<file path="src/rtl/mem_request_queue.sv">
// Bounded in-order request queue between the trace parser and the DRAM command
// controller. NOPs are dropped and counted; each entry's life ages every cycle.
package global_defs;
  typedef enum logic [1:0] {
    DATA_READ    = 2'd0,
    DATA_WRITE   = 2'd1,
    OPCODE_FETCH = 2'd2,
    NOP          = 2'd3
  } op_t;

  typedef struct packed {
    logic [31:0] CPU_clock_count;
    op_t         opcode;
    logic [31:0] address;
    logic [6:0]  life;
    logic        op_ready_s;
  } parser_out_struct;
endpackage

module mem_request_queue
  import global_defs::*;
#(
  parameter int QUEUE_DEPTH = 16,
  parameter int AGE_LIMIT   = 100
) (
  input  logic                                clock,
  input  logic                                reset,
  input  parser_out_struct                    in_req,
  output logic                                in_ready,
  output parser_out_struct                    out_req,
  output logic                                out_valid,
  input  logic                                out_ready,
  output logic [$clog2(QUEUE_DEPTH):0]        occupancy,
  output logic                                full,
  output logic                                empty,
  output logic                                head_aged,
  output logic [15:0]                         nop_drops
);
  localparam int PW = $clog2(QUEUE_DEPTH);
  localparam int CW = PW + 1;
  localparam logic [6:0] LIFE_MAX = 7'd127;

  logic [PW-1:0] rd_ptr_reg, wr_ptr_reg;
  logic [CW-1:0] occupancy_reg;
  logic [15:0]   nop_drops_reg;

  logic [31:0] clk_mem  [QUEUE_DEPTH];
  op_t         op_mem   [QUEUE_DEPTH];
  logic [31:0] addr_mem [QUEUE_DEPTH];
  logic [6:0]  life_vec [QUEUE_DEPTH];

  logic push, nop_drop, pop;
  logic unused_in_life;

  assign unused_in_life = ^in_req.life;

  assign full      = (occupancy_reg == CW'(QUEUE_DEPTH));
  assign empty     = (occupancy_reg == '0);
  assign in_ready  = !full;
  assign out_valid = !empty;
  assign occupancy = occupancy_reg;
  assign nop_drops = nop_drops_reg;

  assign push     = in_req.op_ready_s && in_ready && (in_req.opcode != NOP);
  assign nop_drop = in_req.op_ready_s && in_ready && (in_req.opcode == NOP);
  assign pop      = out_valid && out_ready;

  always_ff @(posedge clock or posedge reset) begin
    if (reset) begin
      rd_ptr_reg    <= '0;
      wr_ptr_reg    <= '0;
      occupancy_reg <= '0;
      nop_drops_reg <= '0;
    end else begin
      if (push) wr_ptr_reg <= wr_ptr_reg + 1'b1;
      if (pop)  rd_ptr_reg <= rd_ptr_reg + 1'b1;
      case ({push, pop})
        2'b10:   occupancy_reg <= occupancy_reg + 1'b1;
        2'b01:   occupancy_reg <= occupancy_reg - 1'b1;
        default: occupancy_reg <= occupancy_reg;
      endcase
      if (nop_drop && (nop_drops_reg != 16'hFFFF))
        nop_drops_reg <= nop_drops_reg + 16'd1;
    end
  end

  // Payload fields never need clearing: validity comes from pointers and count.
  always_ff @(posedge clock) begin
    if (push) begin
      clk_mem[wr_ptr_reg]  <= in_req.CPU_clock_count;
      op_mem[wr_ptr_reg]   <= in_req.opcode;
      addr_mem[wr_ptr_reg] <= in_req.address;
    end
  end

  // Per-slot life counters; a slot is live when it lies within occupancy of rd_ptr.
  for (genvar gi = 0; gi < QUEUE_DEPTH; gi++) begin : g_slot
    localparam logic [PW-1:0] IDX = PW'(gi);
    logic [PW-1:0] offset;
    logic          slot_valid;
    logic [6:0]    life_reg;

    assign offset     = IDX - rd_ptr_reg;
    assign slot_valid = ({1'b0, offset} < occupancy_reg);

    always_ff @(posedge clock or posedge reset) begin
      if (reset) begin
        life_reg <= '0;
      end else if (push && (wr_ptr_reg == IDX)) begin
        life_reg <= '0;
      end else if (slot_valid && !(pop && (rd_ptr_reg == IDX)) && (life_reg != LIFE_MAX)) begin
        life_reg <= life_reg + 7'd1;
      end
    end

    assign life_vec[gi] = life_reg;
  end

  always_comb begin
    out_req        = '0;
    out_req.opcode = NOP;
    if (out_valid) begin
      out_req.CPU_clock_count = clk_mem[rd_ptr_reg];
      out_req.opcode          = op_mem[rd_ptr_reg];
      out_req.address         = addr_mem[rd_ptr_reg];
      out_req.life            = life_vec[rd_ptr_reg];
      out_req.op_ready_s      = 1'b1;
    end
  end

  assign head_aged = out_valid && (life_vec[rd_ptr_reg] >= 7'(AGE_LIMIT));

endmodule

</file>
<file path="config.mk">
export PLATFORM = sky130hd
export DESIGN_NAME = mem_request_queue
export DESIGN_NICKNAME = d
export VERILOG_FILES = /design/src/rtl/mem_request_queue.sv
export SDC_FILE = /design/constraint.sdc
export NUM_CORES = 1
export LEC_CHECK = 0
export BUFFER_PORTS_ARGS = -buffer_cell sky130_fd_sc_hd__buf_2
export CAP_MARGIN = 25
export CORE_ASPECT_RATIO = 1.75
export CORE_UTILIZATION = 50
export CTS_BUF_LIST = sky130_fd_sc_hd__clkbuf_16
export CTS_CLUSTER_SIZE = 14
export DETAILED_ROUTE_END_ITERATION = 7
export PLACE_DENSITY_LB_ADDON = 0.1
export SLEW_MARGIN = 20
export SYNTH_ARGS = -nofsm -noshare
export SYNTH_HDL_FRONTEND = slang
export SYNTH_SLANG_ARGS = --single-unit
</file>
<file path="constraint.sdc">
create_clock -name clock -period 4.6 [get_ports clock]
set_input_delay 0.92 -clock clock [delete_from_list [all_inputs] [get_ports clock]]
set_output_delay 0.92 -clock clock [all_outputs]
set_load 0.1 [all_outputs]
</file>
==> summary.txt <==
Detailed routing
  – Drt drc: 0
  – Drt first pass iters: 7
  – DRT antenna net count: 0
  – Final Routed Wirelength: 119000 um
  – DR vias/cell: 6.13
  – Vias: 25700
  – WL per Instance: 28.4 um
  – Initial DRC count: 2189

Power and ir drop
  – PwrDens: 729 nW/um^2
  – P_leak: 19.1 nW
  – VDD IR max: 0.776 mV

Synthesis
  – Post-synth EDFFs: 1056
  – Post-Synthesis Cell Area: 49500 um^2
  – Distinct cells, synth: 70
  – Async S/R FF share, synth: 11.8%
  – Largest area contributor in the netlist: edfxtp_1
  – Post-Syn Instances: 2574
  – Mapped Nets: 2716
  – Post-synth top area share: 64.1%
  – Most common cell in the netlist: edfxtp_1
  – Post-synth top cells: edfxtp_1 (1056), mux4_2 (363), dfrtp_1 (141)
  – Post-synthesis register bit count: 1197
  – Syn_area_per_cell: 19.2 um^2
  – Main synth FF type: edfxtp_1
  – Synth top area cells: edfxtp_1 (64%), mux4_2 (17%), dfrtp_1 (7.1%), ha_1 (1.6%), nor2b_1 (1.1%)
  – YS warnings: 0
  – Register area share after synthesis: 71.2%

Setup path
  – Reg-to-Reg Start: rd_ptr_reg[1]
  – Setup crit end: out_req[53]
  – Crit path required time: 3680 ps
  – Crit-path cells: buf_12, buf_4, mux4_2, mux4_2, nor2b_1, buf_2
  – CP startpoint: rd_ptr_reg[1]
  – Worst Path Class, Setup: reg2out
  – Worst-path fanout max: 44
  – Reg2reg end: g_slot[12].life_reg[6]
  – Worst Setup End Kind: primary output
  – Critical path's slowest cell: dfrtp_4
  – Crit-path max cell delay: 780 ps
  – Category of the worst setup path launch point: register
  – Reg2Reg Setup Slack: 1040 ps
  – Worst Path Arrival: 3500 ps
  – Crit path top cell by count: mux4_2
  – Worst r2r path cells: 10

Finish
  – Final net count: 2945
  – Final Instance Count excl. Fillers: 4199
  – Final core utilization: 57.1%
  – Synthesis-to-layout area growth: 13.3%
  – Share of cells above drive strength 1: 27.6%

Die
  – Die height: 418 um
  – Starting Density: 50.4%
  – Die width: 240 um
  – # rows: 152
  – Core box area: 98100 um^2
  – Die ar.: 100000 um^2
  – # IOs: 177

STA
  – Worst Tran Pin Value: 1040 ps
  – Max-slew violations: 0
  – Hold WS: 254 ps
  – Slew headroom: 30.5%
  – Final hold violation count: 0
  – Max Fclk: 226 MHz
  – Final setup viols: 0
  – Setup TNS: 0 ps
  – RSZ-0062 raised after global routing: no
  – Final Cycle Share: 96.0%
  – Fin Clk Skew: 26.2 ps
  – Period minus WS final: 4420 ps

Placement
  – DP HPWL: 67900 um
  – Number of I/O port buffers: 169
  – Gpl congestion: 0.869
  – Placed insts: 4000

Global routing
  – Total GRT Usage: 24.5%
  – Antenna violations before repair: 16
  – Number of global-route vias before repair: 27600
  – Grt total ovfl: 0
  – First-pass GRT wire length: 178000 um
  – Pin count of the biggest net entering global routing: 74

Clock network
  – CTS buffer count: 107
  – Clk Tree Root Cell: clkbuf_16
  – Clk sink count: 1197
  – Worst skew pair latency: 720 ps
  – Maximum buffer depth of the clock tree: 3
  – Resize count post-CTS: 0
  – H-Tree Depth: 3
  – CTS tree: done
  – Clk pin slew, worst setup/hold paths: 70 ps

Hold path
  – Hold crit path type: in2async

Outcome
  – Outcome: finished clean

Job
  – Max Cap Viol: 0
[kinds of logic after synthesis]
| logic type | count (synthesis) | share of synthesized area [%] |
|---|---|---|
| simple gates | 493 | 5.49 |
| mux | 382 | 16.9 |
| xor+xnor | 37 | 0.655 |
| flops | 1197 | 71.2 |
| compound gates | 226 | 2.69 |
| buf+inv | 174 | 1.42 |
| fa+ha+maj | 65 | 1.64 |
[worst min path at each step]
stage | from | endpoint | slack [ps]
2_1_floorplan | g_slot[5].life_reg[6] | g_slot[5].life_reg[6] | 480
3_3_place_gp | nop_drops[11] | nop_drops[11] | 490
3_5_place_dp | nop_drops[15] | nop_drops[15] | 500
4_1_cts | reset | nop_drops[15] | 400
5_1_grt | reset | g_slot[9].life_reg[4] | 270
6_report | reset | g_slot[9].life_reg[4] | 250
[metal layers]
metal	vias to the layer above	share of wire (%)	wire length [um]	GRT usage [%]
li1	11000	-	-	-
met5	-	0.064	76	0
met4	12	2.9	3480	8.59
met1	13800	40	47100	31.4
met3	189	4.9	5880	3.56
met2	752	53	62700	42.6
[where the power goes]
group | internal (mW) | total, mW | switching (mW)
combinational | 6.15 | 18.2 | 12.0
sequential | 13.1 | 14.1 | 1.01
clock | 4.67 | 8.60 | 3.93
total | 23.9 | 40.9 | 17.0
[placed cells by master, fill, tap and decap left out, types with 62 or more instances in the layout]
master	Yosys	layout
edfxtp_1	1056	1056
mux4_2	363	363
buf_2	28	169
dfrtp_1	141	138
clkbuf_16	0	109
nand2_1	88	88
nor2b_1	87	86
o21ai_0	80	80
a21oi_1	78	78
nand3_1	75	75
inv_1	46	65
ha_1	65	65
nor2_1	64	62
[per-stage QoR]
stage / power [mW] / setup WS [ps] / instance area [um^2]
after floorplan: 28.0 / -380 / 49500
after global placement: 32.2 / 787 / 52700
after detailed placement: 32.6 / 734 / 52700
after CTS: 41.3 / 10.8 / 56000
after global routing: 42.6 / 63.7 / 56100
final: 40.9 / 185 / 56100
[cell type report]
class	instances	area, um^2
tap	1309	1640
inverter	49	213
sequential	1197	35300
multi-input combinational	1203	13600
timing repair buffer	245	2040
clock buffer	109	2730
fill	7416	42100
antenna	1	2.50
clock inverter	86	586
[critical path, delay by kind of cell, from the launching register on]
kind | cells | cell delay (ps)
and+or+nand+nor | 1 | 190
muxes | 2 | 790
buffers and inverters | 3 | 960
DFF | 1 | 780
[timing repair]
item,CTS,global route
hold endpoints to repair,0,0
setup endpoints to repair,1,4
buffers inserted,1,1
hold buffers,0,0
No activity file was read; power rests on OpenSTA's default activity.
